**config.mk**
```make
export PLATFORM = sky130hd
export DESIGN_NAME = i2c_master_byte_ctrl
export DESIGN_NICKNAME = d
export VERILOG_FILES = /design/src/rtl/i2c_master_defines.sv /design/src/rtl/i2c_master_byte_ctrl.sv
export SDC_FILE = /design/constraint.sdc
export NUM_CORES = 1
export LEC_CHECK = 0
export CORE_AREA = 2 2 58 60
export DETAILED_ROUTE_END_ITERATION = 10
export DIE_AREA = 0 0 60 62
export GPL_TIMING_DRIVEN = 0
export PLACE_DENSITY = 0.72
export SYNTH_ARGS = -nofsm -noshare
export SYNTH_HDL_FRONTEND = slang
export SYNTH_SLANG_ARGS = --single-unit
export TNS_END_PERCENT = 5
```
**constraint.sdc**
```tcl
create_clock -name Clk -period 5.8 [get_ports Clk]
set_clock_uncertainty 0.05 [all_clocks]
set_input_delay 1.74 -clock Clk [delete_from_list [all_inputs] [get_ports Clk]]
set_output_delay 1.74 -clock Clk [all_outputs]
set_load 0.03 [all_outputs]
```
**src/rtl/i2c_master_defines.sv**
```systemverilog
// Shared I2C master definitions: bit-controller command encodings.
// Used by both the byte controller and the bit controller so the command
// interface between them is decoded identically on both sides.
package i2c_master_defines;

  localparam logic [3:0] I2C_CMD_NOP   = 4'b0000;
  localparam logic [3:0] I2C_CMD_START = 4'b0001;
  localparam logic [3:0] I2C_CMD_STOP  = 4'b0010;
  localparam logic [3:0] I2C_CMD_WRITE = 4'b0100;
  localparam logic [3:0] I2C_CMD_READ  = 4'b1000;

endpackage

```
**src/rtl/i2c_master_byte_ctrl.sv**
```systemverilog
// Purpose: byte sequencer turning host start/write/read/stop requests into
//          single-bit commands for the I2C bit controller.
// Latency: 8 data + 1 ACK bit commands (+START/+STOP); Cmd_ack 1 cycle after final Bit_ack.
// Backpressure: each bit command is held until Bit_ack; host must drop its request on Cmd_ack.
// Ports:
//   Clk, Rst_n                      clock, async active-low reset
//   Enable                          low forces idle/NOP, data registers held
//   Start/Stop/Read/Write, Ack_in   host request and ACK bit to send after a read
//   Din / Dout                      byte to send / byte received (mirrors shift register)
//   Cmd_ack, Ack_out, I2C_al        request done pulse, slave ACK, arbitration-lost pulse
//   Bit_cmd, Bit_txd                command and data bit to the bit controller
//   Bit_ack, Bit_rxd, Bit_al        completion, received bit, arbitration lost from it
module i2c_master_byte_ctrl
  import i2c_master_defines::*;
(
  input  logic       Clk,
  input  logic       Rst_n,
  input  logic       Enable,
  input  logic       Start,
  input  logic       Stop,
  input  logic       Read,
  input  logic       Write,
  input  logic       Ack_in,
  input  logic [7:0] Din,
  output logic       Cmd_ack,
  output logic       Ack_out,
  output logic [7:0] Dout,
  output logic       I2C_al,
  output logic [3:0] Bit_cmd,
  output logic       Bit_txd,
  input  logic       Bit_ack,
  input  logic       Bit_rxd,
  input  logic       Bit_al
);

  typedef enum logic [2:0] {
    ST_IDLE  = 3'd0,
    ST_START = 3'd1,
    ST_WRITE = 3'd2,
    ST_READ  = 3'd3,
    ST_ACK   = 3'd4,
    ST_STOP  = 3'd5
  } state_t;

  state_t     state_q, state_n;
  logic [2:0] cnt_q, cnt_n;
  logic [7:0] sr_q, sr_n;
  logic [3:0] cmd_q, cmd_n;
  logic       txd_q, txd_n;
  logic       cmd_ack_q, cmd_ack_n;
  logic       ack_out_q, ack_out_n;
  logic       al_q, al_n;
  logic       go;

  // Gating on Cmd_ack stops the still-asserted request from relaunching
  // in the cycle the host is told it has completed.
  assign go = (Read | Write | Stop) & ~cmd_ack_q;

  always_ff @(posedge Clk or negedge Rst_n) begin
    if (!Rst_n) begin
      state_q   <= ST_IDLE;
      cnt_q     <= 3'd0;
      sr_q      <= 8'h00;
      cmd_q     <= I2C_CMD_NOP;
      txd_q     <= 1'b0;
      cmd_ack_q <= 1'b0;
      ack_out_q <= 1'b0;
      al_q      <= 1'b0;
    end else begin
      state_q   <= state_n;
      cnt_q     <= cnt_n;
      sr_q      <= sr_n;
      cmd_q     <= cmd_n;
      txd_q     <= txd_n;
      cmd_ack_q <= cmd_ack_n;
      ack_out_q <= ack_out_n;
      al_q      <= al_n;
    end
  end

  always_comb begin
    // Command and data registers hold by default so Bit_cmd stays steady
    // between Bit_acks; only the pulses default low.
    state_n   = state_q;
    cnt_n     = cnt_q;
    sr_n      = sr_q;
    cmd_n     = cmd_q;
    txd_n     = txd_q;
    cmd_ack_n = 1'b0;
    ack_out_n = ack_out_q;
    al_n      = 1'b0;

    if (Bit_al) begin
      // Arbitration loss wins over everything, including a coincident Bit_ack.
      state_n = ST_IDLE;
      cmd_n   = I2C_CMD_NOP;
      txd_n   = 1'b0;
      al_n    = 1'b1;
    end else if (!Enable) begin
      state_n = ST_IDLE;
      cmd_n   = I2C_CMD_NOP;
    end else begin
      unique case (state_q)
        ST_IDLE: begin
          if (go) begin
            sr_n  = Din;
            cnt_n = 3'd7;
            if (Start) begin
              state_n = ST_START;
              cmd_n   = I2C_CMD_START;
            end else if (Read) begin
              state_n = ST_READ;
              cmd_n   = I2C_CMD_READ;
            end else if (Write) begin
              state_n = ST_WRITE;
              cmd_n   = I2C_CMD_WRITE;
              txd_n   = Din[7];
            end else begin
              state_n = ST_STOP;
              cmd_n   = I2C_CMD_STOP;
            end
          end
        end

        ST_START: begin
          if (Bit_ack) begin
            if (Read) begin
              state_n = ST_READ;
              cmd_n   = I2C_CMD_READ;
            end else begin
              state_n = ST_WRITE;
              cmd_n   = I2C_CMD_WRITE;
              txd_n   = sr_q[7];
            end
          end
        end

        ST_WRITE, ST_READ: begin
          if (Bit_ack) begin
            sr_n = {sr_q[6:0], (state_q == ST_READ) ? Bit_rxd : 1'b0};
            if (cnt_q != 3'd0) begin
              cnt_n = cnt_q - 3'd1;
              txd_n = sr_n[7];
            end else begin
              state_n = ST_ACK;
              if (state_q == ST_WRITE) begin
                // After a write the master samples the slave's ACK.
                cmd_n = I2C_CMD_READ;
              end else begin
                // After a read the master drives its own ACK/NACK.
                cmd_n = I2C_CMD_WRITE;
                txd_n = Ack_in;
              end
            end
          end
        end

        ST_ACK: begin
          if (Bit_ack) begin
            ack_out_n = Bit_rxd;
            if (Stop) begin
              state_n = ST_STOP;
              cmd_n   = I2C_CMD_STOP;
            end else begin
              state_n   = ST_IDLE;
              cmd_n     = I2C_CMD_NOP;
              cmd_ack_n = 1'b1;
            end
          end
        end

        ST_STOP: begin
          if (Bit_ack) begin
            state_n   = ST_IDLE;
            cmd_n     = I2C_CMD_NOP;
            cmd_ack_n = 1'b1;
          end
        end

        default: begin
          state_n = ST_IDLE;
          cmd_n   = I2C_CMD_NOP;
        end
      endcase
    end
  end

  assign Cmd_ack = cmd_ack_q;
  assign Ack_out = ack_out_q;
  assign Dout    = sr_q;
  assign I2C_al  = al_q;
  assign Bit_cmd = cmd_q;
  assign Bit_txd = txd_q;

endmodule

```
==> results of run 1 <==
[worst paths after layout]
path	cells after the start	end	startpoint	slack (ps)
min in group asynchronous	1	Cmd_ack	Rst_n	1900
setup / recovery	6	cnt_q[1]	Bit_al	2440
max in group asynchronous	1	cnt_q[2]	Rst_n	3210
hold / removal	1	cnt_q[0]	cnt_q[0]	450
setup reg to reg	7	Bit_cmd[3]	cnt_q[0]	3760
hold reg to reg	1	cnt_q[0]	cnt_q[0]	450
[logic make-up after synthesis]
family	Yosys count	synth area share
AO/OA/AOI/OAI	43	0.221
AND/OR/NAND/NOR	42	0.174
flip-flops	22	0.418
buffers and inverters	18	0.0570
multiplexers	14	0.111
adder cells (fa/ha/maj)	2	0.0190
[critical path, delay by kind of cell]
family,cells,cell delay (ps)
buffers and inverters,2,720
AND/OR/NAND/NOR,3,910
AO/OA/AOI/OAI,1,130
[layout make-up]
class	instances	area, sq um
inverters	7	26.3
fillers	291	1410
clock inverters	1	30.0
flip-flops and latches	22	551
clock buffers	3	22.5
multi-input cells	101	692
plain buffers	11	48.8
well taps	46	57.6
repair buffers	34	340
[stage by stage]
step	area (sq um)	cells	utilization	hold slack, ps
detailed placement	1720	221	0.540	438
CTS	1770	225	0.556	456
floorplan	1320	141	-	400
global route	1770	225	0.556	483
finish	1770	225	0.556	454
global placement	1720	221	0.540	425
[metal layers]
layer | share of wire | up-vias
met5 | 0 | -
met4 | 0.0099 | 0
met3 | 0.031 | 4
met2 | 0.50 | 27
met1 | 0.46 | 588
li1 | - | 593
[power groups by stage]
stage | clock (mW) | combinational, mW | sequential (mW)
floorplan | 0 | 0.0566 | 0.226
global placement | 0 | 0.158 | 0.192
detailed placement | 0 | 0.161 | 0.192
CTS | 0.120 | 0.162 | 0.189
global route | 0.124 | 0.175 | 0.192
finish | 0.120 | 0.161 | 0.189
[sequential cells by signal, indices dropped and copies added, names as in the netlist]
register and count:
state_q 3, Ack_out 1, Cmd_ack 1, Bit_txd 1
Bit_cmd 4, I2C_al 1, cnt_q 3, Dout 8
[cell usage in the layout, fill, tap and decap left out, types with 2 or more instances in the layout]
cell type	synthesis	routed
a21oi_1	19	19
dfrtp_1	22	22
and2_1	2	2
a31oi_1	5	5
or3_1	2	2
buf_2	6	6
nand3_1	2	2
inv_1	7	7
a221oi_1	2	2
mux2_2	5	5
a2111oi_0	2	2
o21bai_1	2	2
nor3_1	2	2
ha_1	2	2
nor2_1	12	12
nand3b_1	3	3
o41ai_1	2	2
clkdlybuf4s50_1	0	34
nand2_1	4	4
a211oi_1	2	2
clkbuf_1	5	5
clkbuf_4	0	3
mux2i_1	9	9
nor4_1	4	4
nor2b_1	2	2
nand2b_1	4	4
o21a_1	2	2
==> metrics, run 1 <==
reported max-cap violation count 0; cts repair resizes 0; global routing's busiest layer met2; worst path cell trace clkdlybuf4s50_1, nand2b_1, nor2_1, and2_1, buf_2, a31oi_1; Syn Nets 162; antenna violations before repair 0; Initial DRC Count 23; vias in the first global route approximately 1200; met3 usage 0.0186; total number of vias 1212; Max H-tree Level 1; die footprint 3720 sq um; Comb pwr share 0.342; chip width 60 um; element type at the critical path end flop; first-pass GRT wire length 5360 um; global-route met2 utilization 0.315; Worst VDD drop approximately 0.13 mV; Hold Path Class flop to flop; Post-Syn Area around 1300 sq um; syn_area_per_cell 9.34 sq um; total negative slack 0 ps; Hold-fix buffers, CTS 0; fin worst setup slack 2440 ps; crit path max fanout 10; count of different cell masters after synthesis 37; outcome completed; sequential share of power 0.403; routed length per instance 13.9 um; Post-DP HPWL 2340 um; share of post-route cells with drive strength above 1 0.106; Pint around 0.31 mW; P&R area growth vs syn 34.2%; largest net degree at the start of global routing 23; post-CTS setup buffers 0; Initial DRT Pass Iterations 4; Skew-Pair Late Insertion Delay 310 ps; total congestion overflow 0; Root Buffer clkbuf_4; gr usage total 0.188; LEAKAGE 0.770 nW; CP max-delay cell clkdlybuf4s50_1; Most used DFF post-synth dfrtp_1; Slew headroom 0.347; synthesis warning total 0; NetSw 0.156 mW; IO Port Bufs 34; Via density 5.39; CTS Sinks 22; number of flops mapped to enable cells by yosys 0; I/O pin count 35; Num CTS Buffers 3; Mapped Cells 141; Slew @ Worst Pin between 900 and 1000 ps; power share of the clock group 0.255; fin crit share 0.580; Synth top cells by count dfrtp_1 (22), a21oi_1 (19), nor2_1 (12); CP Class input port to flop; Max clock buf depth 2; RD Place Congestion 0.865; most frequent cell after synthesis dfrtp_1; DIE HEIGHT 62 um; core area 3180 sq um; met1 GRT Util 0.250; RSZ-0062 raised after global routing no; initial core utilization 0.414; NumNets Final 201; Ant. Diodes 0; Pwr Total 0.470 mW; Req. time, crit path 5940 ps; WL final 3130 um; power density cells 266 nW/um^2; CP max stage delay 480 ps; post-route ant nets 0; Synth area leader dfrtp_1; row cnt 21; startpoint types input port; pre-CTS setup slack 2140 ps; fmax roughly 0.3 GHz; Tmin final 3360 ps; Net Sw Frac 0.333; Fin. Hold Viols 0; post-synthesis register bit count 22; top cells by area, synth dfrtp_1 (42%), a21oi_1 (7.2%), mux2i_1 (6.8%), mux2_2 (4.3%), nor2_1 (3.4%); Worst-path clk slew 130 ps; CP arrival 3510 ps; Async SR Flop Fraction 1.00; Slew Limit Fails 0; Setup violations, final 0; Seq/Total Area, Yosys 0.418; DRC violations left 0; Synth top area share 0.418; CTS tree yes
Note: power is estimated with default switching activity, not from simulation.
==> inputs of run 2 (changes only) <==
- clock period: 5.8 -> 3.3 ns (I/O delays scaled with it)
==> results of run 2 <==
Same layout as run 1 (identical final DEF). Status: completed.
Main changes from that run: setup slack after placement 2140 ps -> 387 ps; setup slack after layout 2440 ps -> 686 ps; register-to-register setup slack 3760 ps -> 1260 ps; total power 0.470 mW -> 0.825 mW; worst IR drop on VDD 0.130 mV -> 0.229 mV
